### config.mk
export PLATFORM = sky130hd
export DESIGN_NAME = p405s_icu_va_queue
export DESIGN_NICKNAME = d
export VERILOG_FILES = /design/src/rtl/p405s_icu_va_queue.sv
export SDC_FILE = /design/constraint.sdc
export NUM_CORES = 1
export LEC_CHECK = 0
export BUFFER_PORTS_ARGS = -buffer_cell sky130_fd_sc_hd__buf_4
export CAP_MARGIN = 30
export CELL_PAD_IN_SITES_DETAIL_PLACEMENT = 2
export CELL_PAD_IN_SITES_GLOBAL_PLACEMENT = 2
export CORE_ASPECT_RATIO = 0.75
export CORE_MARGIN = 1.5
export CORE_UTILIZATION = 43
export CTS_CLUSTER_DIAMETER = 80
export CTS_CLUSTER_SIZE = 12
export DETAILED_ROUTE_END_ITERATION = 8
export GPL_ROUTABILITY_DRIVEN = 0
export PLACE_DENSITY_LB_ADDON = 0.15
export SLEW_MARGIN = 20
export SYNTH_ARGS = -nofsm -noshare
export SYNTH_HDL_FRONTEND = slang
export SYNTH_SLANG_ARGS = --single-unit
### constraint.sdc
create_clock -name CB -period 3.1 [get_ports CB]
set_input_delay 0.31 -clock CB [delete_from_list [all_inputs] [get_ports CB]]
set_output_delay 0.31 -clock CB [all_outputs]
set_load 0.01 [all_outputs]
### src/rtl/p405s_icu_va_queue.sv
// ICU fetch virtual-address queue: DEPTH-entry FIFO of fetch addresses
// with registered-storage head, push/pop/flush and dropped-push flag.
module p405s_icu_va_queue #(
  parameter int WIDTH = 32,
  parameter int DEPTH = 4,
  parameter int AW    = 2
) (
  input  logic             CB,
  input  logic             resetCore,
  input  logic [0:WIDTH-1] D,
  input  logic             E1,
  input  logic             popReq,
  input  logic             flush,
  output logic [0:WIDTH-1] L2,
  output logic             valid,
  output logic             full,
  output logic [AW:0]      count,
  output logic             ovfl
);

  localparam logic [AW:0] DEPTH_C = (AW+1)'(DEPTH);

  logic [0:WIDTH-1] mem [DEPTH];
  logic [AW-1:0]    wr_ptr;
  logic [AW-1:0]    rd_ptr;
  logic             pop_acc;
  logic             push_acc;

  assign valid    = (count != '0);
  assign full     = (count == DEPTH_C);
  assign pop_acc  = popReq & valid;
  assign push_acc = E1 & (~full | pop_acc);
  assign L2       = valid ? mem[rd_ptr] : '0;

  // Storage is deliberately left out of reset; valid gates the head.
  always_ff @(posedge CB) begin
    if (push_acc && !flush) begin
      mem[wr_ptr] <= D;
    end
  end

  always_ff @(posedge CB or posedge resetCore) begin
    if (resetCore) begin
      wr_ptr <= '0;
      rd_ptr <= '0;
      count  <= '0;
      ovfl   <= 1'b0;
    end else if (flush) begin
      wr_ptr <= '0;
      rd_ptr <= '0;
      count  <= '0;
      ovfl   <= 1'b0;
    end else begin
      if (push_acc) begin
        wr_ptr <= wr_ptr + 1'b1;
      end
      if (pop_acc) begin
        rd_ptr <= rd_ptr + 1'b1;
      end
      unique case ({push_acc, pop_acc})
        2'b10:   count <= count + 1'b1;
        2'b01:   count <= count - 1'b1;
        default: count <= count;
      endcase
      ovfl <= E1 & full & ~pop_acc;
    end
  end

endmodule

==> flow_summary.json, run 1 <==
{
  "dieArea_um2": 13600,
  "antenna_found_initial": 0,
  "endpoint_kind": "primary output",
  "ys.flop_type": "edfxtp_1",
  "cts_setup_buffers": 0,
  "clock_latency_ns": 0.42,
  "min_period_ns": 2.54,
  "cts.clk_slew.worst_paths_ns": 0.06,
  "firstDrtPassIters": 4,
  "hpwl_um": 8360,
  "cts_tree": "done",
  "skew_ns": 0.00686,
  "area_growth_pct": 24.6,
  "clock-root-buffer": "clkbuf_16",
  "pin_count": 75,
  "fillCellCount": 1067,
  "core.rowCount": 35,
  "clockBufferDepth": 2,
  "fin_ws_ns": 0.560,
  "max_slew.worst_pin.slew_ns": 0.680,
  "first_iter_violations": 206,
  "synth_seq_cells": 136,
  "drtAntennaViolNets": 0,
  "overflow": 0,
  "hold_viol_final": 0,
  "critical_path.startpoint_type": "flop",
  "cts_resized": 0,
  "maxSlewHeadroom_pct": 54.5,
  "vias": 2832,
  "period_share_pct": 81.9,
  "ir_drop_uv": 429,
  "leakage_nw": 2.42,
  "slowest_delay_ns": 0.67,
  "rsz0062_at_grt": "false",
  "syn-num-nets": 313,
  "yosysSeqAreaShare_pct": 73.1,
  "syn_inst": 271,
  "critPathKind": "flop to primary output",
  "ys_warn_count": 0,
  "drc": 0,
  "track_usage_pct": 20.3,
  "wl_met3_um": 536,
  "setup_violations": 0,
  "cp_max_fo": 13,
  "numPortBuffers": 74,
  "min-delay-path-class": "input port to flop",
  "cp_data_arrival_time_ns": 2.23,
  "ctsHoldBuffers": 1,
  "pwr_density_cell_nw_per_um2": 722,
  "ys_types": 40,
  "diodes": 0,
  "status": "finished, final reports clean",
  "die_y_um": 101,
  "required_ns": 2.79,
  "maxCapViolations": 0,
  "vias_per_cell": 5.26,
  "wl_per_cell_um": 23.8,
  "final_net_count": 401,
  "slew_viol_final": 0,
  "finalSetupTns_ns": 0,
  "avgSynthCellArea_um2": 20.4,
  "drt-total-wl_um": 12800,
  "wl_met1_um": 5510,
  "async_reset_ff_share_pct": 5.88,
  "grt_pass1_wl_um": 19100,
  "initial_core_util_pct": 44.5,
  "pre_cts_ws_ns": 0.639,
  "die_w_um": 134,
  "wl_met2_um": 6610,
  "cp_cell_sequence": "nor3_4, buf_4, nor2b_1, buf_4",
  "cts_buffers": 17,
  "drive_above_1_share_pct": 43.3,
  "syn-cell-area_um2": 5540,
  "grt_max_degree": 35,
  "cts_sinks": 136,
  "htree_num_levels": 4,
  "top_layer": "met4",
  "cp_slowest_cell": "nor3_4",
  "fmax_ghz": 0.394,
  "core_um2": 12400,
  "grt_pass1_vias": 3117,
  "crit_path_frequent_cell": "buf_4",
  "synth_enable_flop_cells": 128
}
cells by family after synthesis:
group	Yosys count	synth area share [%]
DFF	136	73.1
and+or+nand+nor	59	7.32
adders and majority gates	5	1.27
buffers and inverters	21	2.71
AOI/OAI and AO/OA	11	1.42
muxes	35	13.6
xor gates and xnor gates	4	0.633
state kept, by name, indices dropped and copies added (netlist names):
name / count
wr_ptr: 2
ovfl: 1
rd_ptr: 2
count: 3
mem: 128
layout make-up:
| type | count | area (um2) | area share (%) |
|---|---|---|---|
| clock buffers | 17 | 425 | 6.17 |
| clock inverters | 15 | 190 | 2.76 |
| inverters | 4 | 15.0 | 0.218 |
| multi-input cells | 114 | 1350 | 19.6 |
| flip-flops and latches | 136 | 4050 | 58.7 |
| well taps | 166 | 208 | 3.01 |
| repair buffers | 86 | 661 | 9.58 |
placed cells by master (no fill, tap or decap), types with 5 or more instances in the layout:
master	count
nor2_1	5
dfrtp_1	6
mux4_2	32
clkbuf_16	17
edfxtp_1	128
buf_4	84
nor2b_1	30
final timing paths:
path	endpoint	startpoint	slack (ns)	cells after the start
min in group asynchronous	count[2]	resetCore	0.42	3
worst max register to register	count[2]	count[1]	0.65	6
worst max-delay path	L2[1]	count[1]	0.56	4
max in group asynchronous	rd_ptr[1]	resetCore	2.39	3
worst min register to register	wr_ptr[1]	wr_ptr[1]	0.66	2
worst min-delay path	mem[3][29]	D[2]	0.09	1
worst max-delay path: cells and delay by family (launching register included):
family / cells / cell delay (ns)
buffers and inverters: 2 / 0.48
DFF: 1 / 0.57
and+or+nand+nor: 2 / 0.74
synth_stat cells, drive strengths merged, types with 2 or more instances:
library cell / instances / area (um2)
a21oi: 2 / 10.0
and2: 5 / 31.3
buf: 16 / 131
dfrtp: 8 / 200
edfxtp: 128 / 3840
ha: 4 / 50.1
inv: 4 / 15.0
mux2i: 2 / 20.0
mux4: 32 / 721
nand2b: 3 / 18.8
nor2: 5 / 18.8
nor2b: 34 / 243
nor3: 2 / 15.0
nor3b: 2 / 15.0
nor4b: 2 / 23.8
xor2: 3 / 26.3
report_power, final:
| group | total [mW] | internal (mW) | switching [mW] |
|---|---|---|---|
| Combinational | 0.757 | 0.389 | 0.368 |
| Sequential | 2.13 | 2.08 | 0.0516 |
| Clock | 2.10 | 1.28 | 0.817 |
routing by layer:
layer / vias to the layer above / global-route usage, %
li1: 1252 / -
met1: 1490 / 25.6
met2: 77 / 34.4
met3: 13 / 5.11
met4: 0 / 7.78
met5: - / 0
stage by stage:
step | util [%] | std cells | total power [mW] | hold slack [ns] | cell area (um2)
2_1_floorplan | - | 271 | 2.62 | 0.126 | 5540
3_3_place_gp | 50.4 | 505 | 2.90 | 0.305 | 6270
3_5_place_dp | 50.4 | 505 | 2.93 | 0.309 | 6270
4_1_cts | 55.5 | 538 | 5.04 | 0.0680 | 6900
5_1_grt | 55.5 | 538 | 5.15 | 0.0659 | 6900
6_report | 55.5 | 538 | 4.98 | 0.0852 | 6900
(Power assumes the default switching activity.)
==> run 2, diff against run 1 <==
- ABC_AREA: unset -> 1
- CORE_UTILIZATION: 43 -> 38
- clock period: 3.1 -> 2.57 ns (I/O delays scaled with it)
==> flow_summary.json, run 2 <==
{
  "maxCapViolations": 0,
  "synth_seq_cells": 136,
  "top_register": "mem",
  "cts_tree": "done",
  "maxSlewHeadroom_pct": 58.3,
  "period_share_pct": 92.9,
  "hpwl_um": 9780,
  "syn_inst": 450,
  "ys_types": 24,
  "dieArea_um2": 15200,
  "pwr_density_cell_nw_per_um2": 989,
  "pre_cts_ws_ns": 0.422,
  "max_slew.worst_pin.slew_ns": 0.624,
  "endpoint_kind": "primary output",
  "fmax_ghz": 0.419,
  "syn-num-nets": 492,
  "pin_count": 75,
  "hold_viol_final": 0,
  "drt-total-wl_um": 15500,
  "critical_path.startpoint_type": "flop",
  "vias_per_cell": 5.17,
  "cts_buffers": 17,
  "core.rowCount": 37,
  "final_area_um2": 6800,
  "multi_input_area_um2": 1250,
  "critPathKind": "flop to primary output",
  "antenna_found_initial": 0,
  "cp_max_fo": 23,
  "first_iter_violations": 200,
  "die_w_um": 142,
  "cts.clk_slew.worst_paths_ns": 0.06,
  "wl_per_cell_um": 21.5,
  "area_growth_pct": 24.1,
  "initial_core_util_pct": 39.5,
  "synth.area.top_cells": "edfxtp_1, nor2_1, o21ai_1",
  "largest_reg_flops": 128,
  "overflow": 0,
  "clock-root-buffer": "clkbuf_16",
  "ir_drop_uv": 524,
  "clock_latency_ns": 0.41,
  "setup_violations": 0,
  "vias": 3715,
  "async_reset_ff_share_pct": 5.88,
  "leakage_nw": 2.55,
  "synth_top_cell_by_area": "edfxtp_1",
  "fin_ws_ns": 0.182,
  "worstReg2RegStart": "count[1]",
  "drtAntennaViolNets": 0,
  "grt_pass1_wl_um": 24200,
  "min_period_ns": 2.39,
  "placed_area_um2": 6290,
  "grt_max_degree": 34,
  "htree_num_levels": 4,
  "top_regs": "mem (128), count (3)",
  "firstDrtPassIters": 4,
  "drive_above_1_share_pct": 21.5,
  "track_usage_pct": 21.9,
  "numPortBuffers": 74,
  "fillCellCount": 1348,
  "rsz0062_at_grt": "false",
  "layout.area.seq_um2": 4050,
  "cts_sinks": 136,
  "required_ns": 2.31,
  "avgSynthCellArea_um2": 12.2,
  "die_y_um": 107,
  "synth_most_common_cell": "nor2_1",
  "status": "finished, final reports clean",
  "ys.flop_type": "edfxtp_1",
  "final_core_util_pct": 49.0,
  "layout_common_cells": "nor2_1, edfxtp_1, buf_4",
  "worstHoldStart": "D[6]",
  "syn-cell-area_um2": 5480,
  "synthTopCellsByCount": "nor2_1, edfxtp_1, o21ai_1",
  "grt_pass1_vias": 4222,
  "core_um2": 13900,
  "slew_viol_final": 0,
  "ys_warn_count": 0,
  "clockBufferDepth": 2,
  "cp_data_arrival_time_ns": 2.13,
  "final_net_count": 575,
  "drc": 0,
  "min-delay-path-class": "input port to flop",
  "yosysSeqAreaShare_pct": 73.8,
  "final_common_cell": "nor2_1",
  "cp-startpoint": "rd_ptr[0]",
  "netlist.area_leader.share_pct": 70.2,
  "skew_ns": 0.00805,
  "diodes": 0,
  "synth_enable_flop_cells": 128
}
## run 2: changes by cell type after synthesis, sizes merged, moves of 4 or more
cell    previous run  this run
inv                4        20
and2               5         0
nand2              1        19
a21oi              2        35
nor2b             34         0
nor2               5       135
mux4              32         0
clkbuf             1         5
o21ai              1        66
nand3              1         6
## run 2: what timing repair did
| action | in CTS | in global routing |
|---|---|---|
| endpoints found under the hold margin | 8 | 0 |
| buffers inserted | 0 | 0 |
| hold buffers | 1 | 0 |
| gates resized for setup | 0 | 0 |
## run 2: final timing paths
kind / end / slack (ns) / cells after the start
setup / recovery: L2[9] / 0.18 / 5
hold / removal: mem[1][25] / 0.04 / 1
setup reg to reg: count[2] / 0.41 / 11
hold reg to reg: wr_ptr[0] / 0.59 / 2
max in group asynchronous: rd_ptr[0] / 1.92 / 3
min in group asynchronous: ovfl / 0.37 / 3
## run 2: per-stage QoR
step / hold slack (ns) / TNS, ns / std cells / power [mW]
CTS: 0.0267 / 0 / 718 / 6.81
finish: 0.0440 / 0 / 718 / 6.72
global placement: 0.269 / 0 / 688 / 4.55
detailed placement: 0.267 / 0 / 688 / 4.63
global route: 0.0302 / 0 / 718 / 7.06
floorplan: 0.0727 / -19.29 / 450 / 3.68
## run 2: per-layer routing
| layer | GRT usage, % | part of all wire [%] |
|---|---|---|
| met1 | 27.7 | 45 |
| met2 | 38.0 | 51 |
| met3 | 5.23 | 3.2 |
| met4 | 5.67 | 0.66 |
| met5 | 0 | 0 |
## run 2: cells by family after synthesis
family,after synthesis,share of synthesized area [%]
simple gates,163,11.6
flops,136,73.8
compound gates,101,9.23
buf+inv,44,3.93
fa+ha+maj,5,1.28
xor+xnor,1,0.160
## run 2: critical path, cell delays in order (launching register included)
cell     delay [ns]
dfrtp_2        0.55
inv_2          0.27
buf_4          0.33
o21ai_1        0.13
a21oi_1        0.26
buf_4          0.17
## run 2: cell type report
cell class                      instances  share of cell area, %
Tap cell                              175                   3.22
Inverter                               20                   1.10
Clock inverter                          8                  0.865
Multi-Input combinational cell        270                   18.4
Clock buffer                           21                   6.48
Timing Repair Buffer                   88                   10.5
Sequential cell                       136                   59.5
## run 2: report_power, final
| group | leakage, nW | internal, mW | total, mW | switching, mW |
|---|---|---|---|---|
| registers | 1.27 | 2.54 | 2.63 | 0.0876 |
| logic | 1.04 | 0.759 | 1.94 | 1.18 |
| clock network | 0.244 | 1.29 | 2.16 | 0.864 |
| total | 2.55 | 4.59 | 6.72 | 2.13 |
==> run 3, diff against run 2 <==
- HOLD_SLACK_MARGIN: unset -> 0.15
==> flow_summary.json, run 3 (same netlist as run 2, synthesis figures left out) <==
{
  "status": "finished, final reports clean",
  "drive_above_1_share_pct": 20.3,
  "firstDrtPassIters": 4,
  "wl_per_cell_um": 21.1,
  "die_y_um": 107,
  "worstHoldStart": "E1",
  "finalSetupTns_ns": 0,
  "cts_resized": 0,
  "endpoint_kind": "primary output",
  "pwr_density_cell_nw_per_um2": 951,
  "clock-root-buffer": "clkbuf_16",
  "top_register": "mem",
  "rsz0062_at_grt": "false",
  "slew_viol_final": 0,
  "required_ns": 2.31,
  "fmax_ghz": 0.417,
  "slowest_delay_ns": 0.59,
  "critPathKind": "flop to primary output",
  "antenna_found_initial": 0,
  "cp_slowest_cell": "dfrtp_2",
  "swShare_pct": 31.8,
  "p_int_mw": 4.63,
  "core_um2": 13900,
  "area_growth_pct": 30.2,
  "r2r_slack_ns": 0.42,
  "maxSlewHeadroom_pct": 57.9,
  "maxCapViolations": 0,
  "vias": 3879,
  "max_slew.worst_pin.slew_ns": 0.631,
  "initial_core_util_pct": 39.5,
  "worstReg2RegStart": "count[1]",
  "share_seq_of_total_power_pct": 38.8,
  "combPwrFrac_pct": 29.3,
  "first_iter_violations": 211,
  "grt_max_degree": 34,
  "clock_latency_ns": 0.41,
  "cp_max_fo": 27,
  "period_share_pct": 93.3,
  "leakage_nw": 2.69,
  "final_net_count": 608,
  "vias_per_cell": 5.17,
  "cp_data_arrival_time_ns": 2.14,
  "cts_tree": "done",
  "core.rowCount": 37,
  "dieArea_um2": 15200,
  "cts_buffers": 17,
  "hold_depth": 3,
  "grt_pass1_wl_um": 25000,
  "drt-total-wl_um": 15800,
  "htree_num_levels": 4,
  "placed_area_um2": 6290,
  "reg2reg_depth": 11,
  "setup_violations": 0,
  "die_w_um": 142,
  "skew_ns": 0.00539,
  "cts.clk_slew.worst_paths_ns": 0.06,
  "switchingPower_mw": 2.16,
  "largest_reg_flops": 128,
  "grt_pass1_vias": 4386,
  "hpwl_um": 9780,
  "diodes": 0,
  "track_usage_pct": 22.5,
  "cts_sinks": 136,
  "drc": 0,
  "drtAntennaViolNets": 0,
  "critical_path.startpoint_type": "flop",
  "ir_drop_uv": 593,
  "min_to": "ovfl",
  "fillCellCount": 1333,
  "final_area_um2": 7130,
  "r2r_end": "count[2]",
  "top_regs": "mem (128), count (3)",
  "clockBufferDepth": 2,
  "hold_viol_final": 0,
  "overflow": 0,
  "min_period_ns": 2.40,
  "pin_count": 75,
  "numPortBuffers": 74,
  "min-delay-path-class": "input port to flop",
  "cp_cell_sequence": "buf_4, nor2_1, nor2_1, o21ai_1, a21oi_1, buf_4",
  "layout_common_cells": "nor2_1, edfxtp_1, buf_4",
  "p_clk_share_pct": 31.9,
  "holdWs_ns": 0.179,
  "final_common_cell": "nor2_1"
}
==> run 3: cell types whose count changed in the layout (fill, tap and decap cells not counted), sizes merged <==
| cell | change |
|---|---|
| dlygate4sd3 | +33 |
==> run 3: worst max-delay path by stage <==
stage	slack (ns)	end	from
after floorplan	-0.15	mem[2][0]	count[0]
after global placement	0.61	mem[0][10]	count[0]
after detailed placement	0.42	count[2]	count[1]
after CTS	0.12	L2[10]	rd_ptr[0]
after global routing	0.02	L2[10]	rd_ptr[0]
final	0.17	L2[10]	rd_ptr[0]
==> run 3: repair_timing <==
item | in CTS | in global routing
hold endpoints to repair | 137 | 0
endpoints found under the setup margin | 0 | 0
setup buffers | 0 | 0
hold buffers | 34 | 0
==> run 3: per-stage QoR <==
step	setup slack, ns	util (%)	total power, mW	cells
finish	0.173	51.4	6.78	751
global route	0.0232	51.4	7.11	751
CTS	0.117	51.4	6.85	751
detailed placement	0.422	45.3	4.63	688
global placement	0.615	45.3	4.55	688
floorplan	-0.151	-	3.68	450
==> run 3: power by group through the flow <==
stage	registers, mW	clock network, mW	logic, mW
after floorplan	2.64	0	1.04
after global placement	2.66	0	1.89
after detailed placement	2.67	0	1.96
after CTS	2.63	2.20	2.02
after global routing	2.64	2.28	2.19
final	2.63	2.17	1.99
==> run 3: final cells by class <==
class / instances / area, um2 / share of cell area [%]
flip-flops and latches: 136 / 4050 / 56.7
multi-input cells: 270 / 1250 / 17.5
repair buffers: 121 / 1040 / 14.6
clock buffers: 21 / 440 / 6.18
well taps: 175 / 219 / 3.07
inverters: 20 / 75.1 / 1.05
clock inverters: 8 / 58.8 / 0.825
==> run 3: worst max-delay path: cells and delay by family (launching register included) <==
family / cells / cell delay [ns]
AOI/OAI and AO/OA: 2 / 0.37
and+or+nand+nor: 2 / 0.19
buffers and inverters: 2 / 0.56
DFF: 1 / 0.59
==> run 3: metal layers <==
metal	global-route usage, %	wire length (um)	up-vias
met4	5.67	89	0
met3	5.23	467	8
met5	0	0	-
li1	-	-	1798
met1	28.0	7110	2010
met2	39.6	8150	63
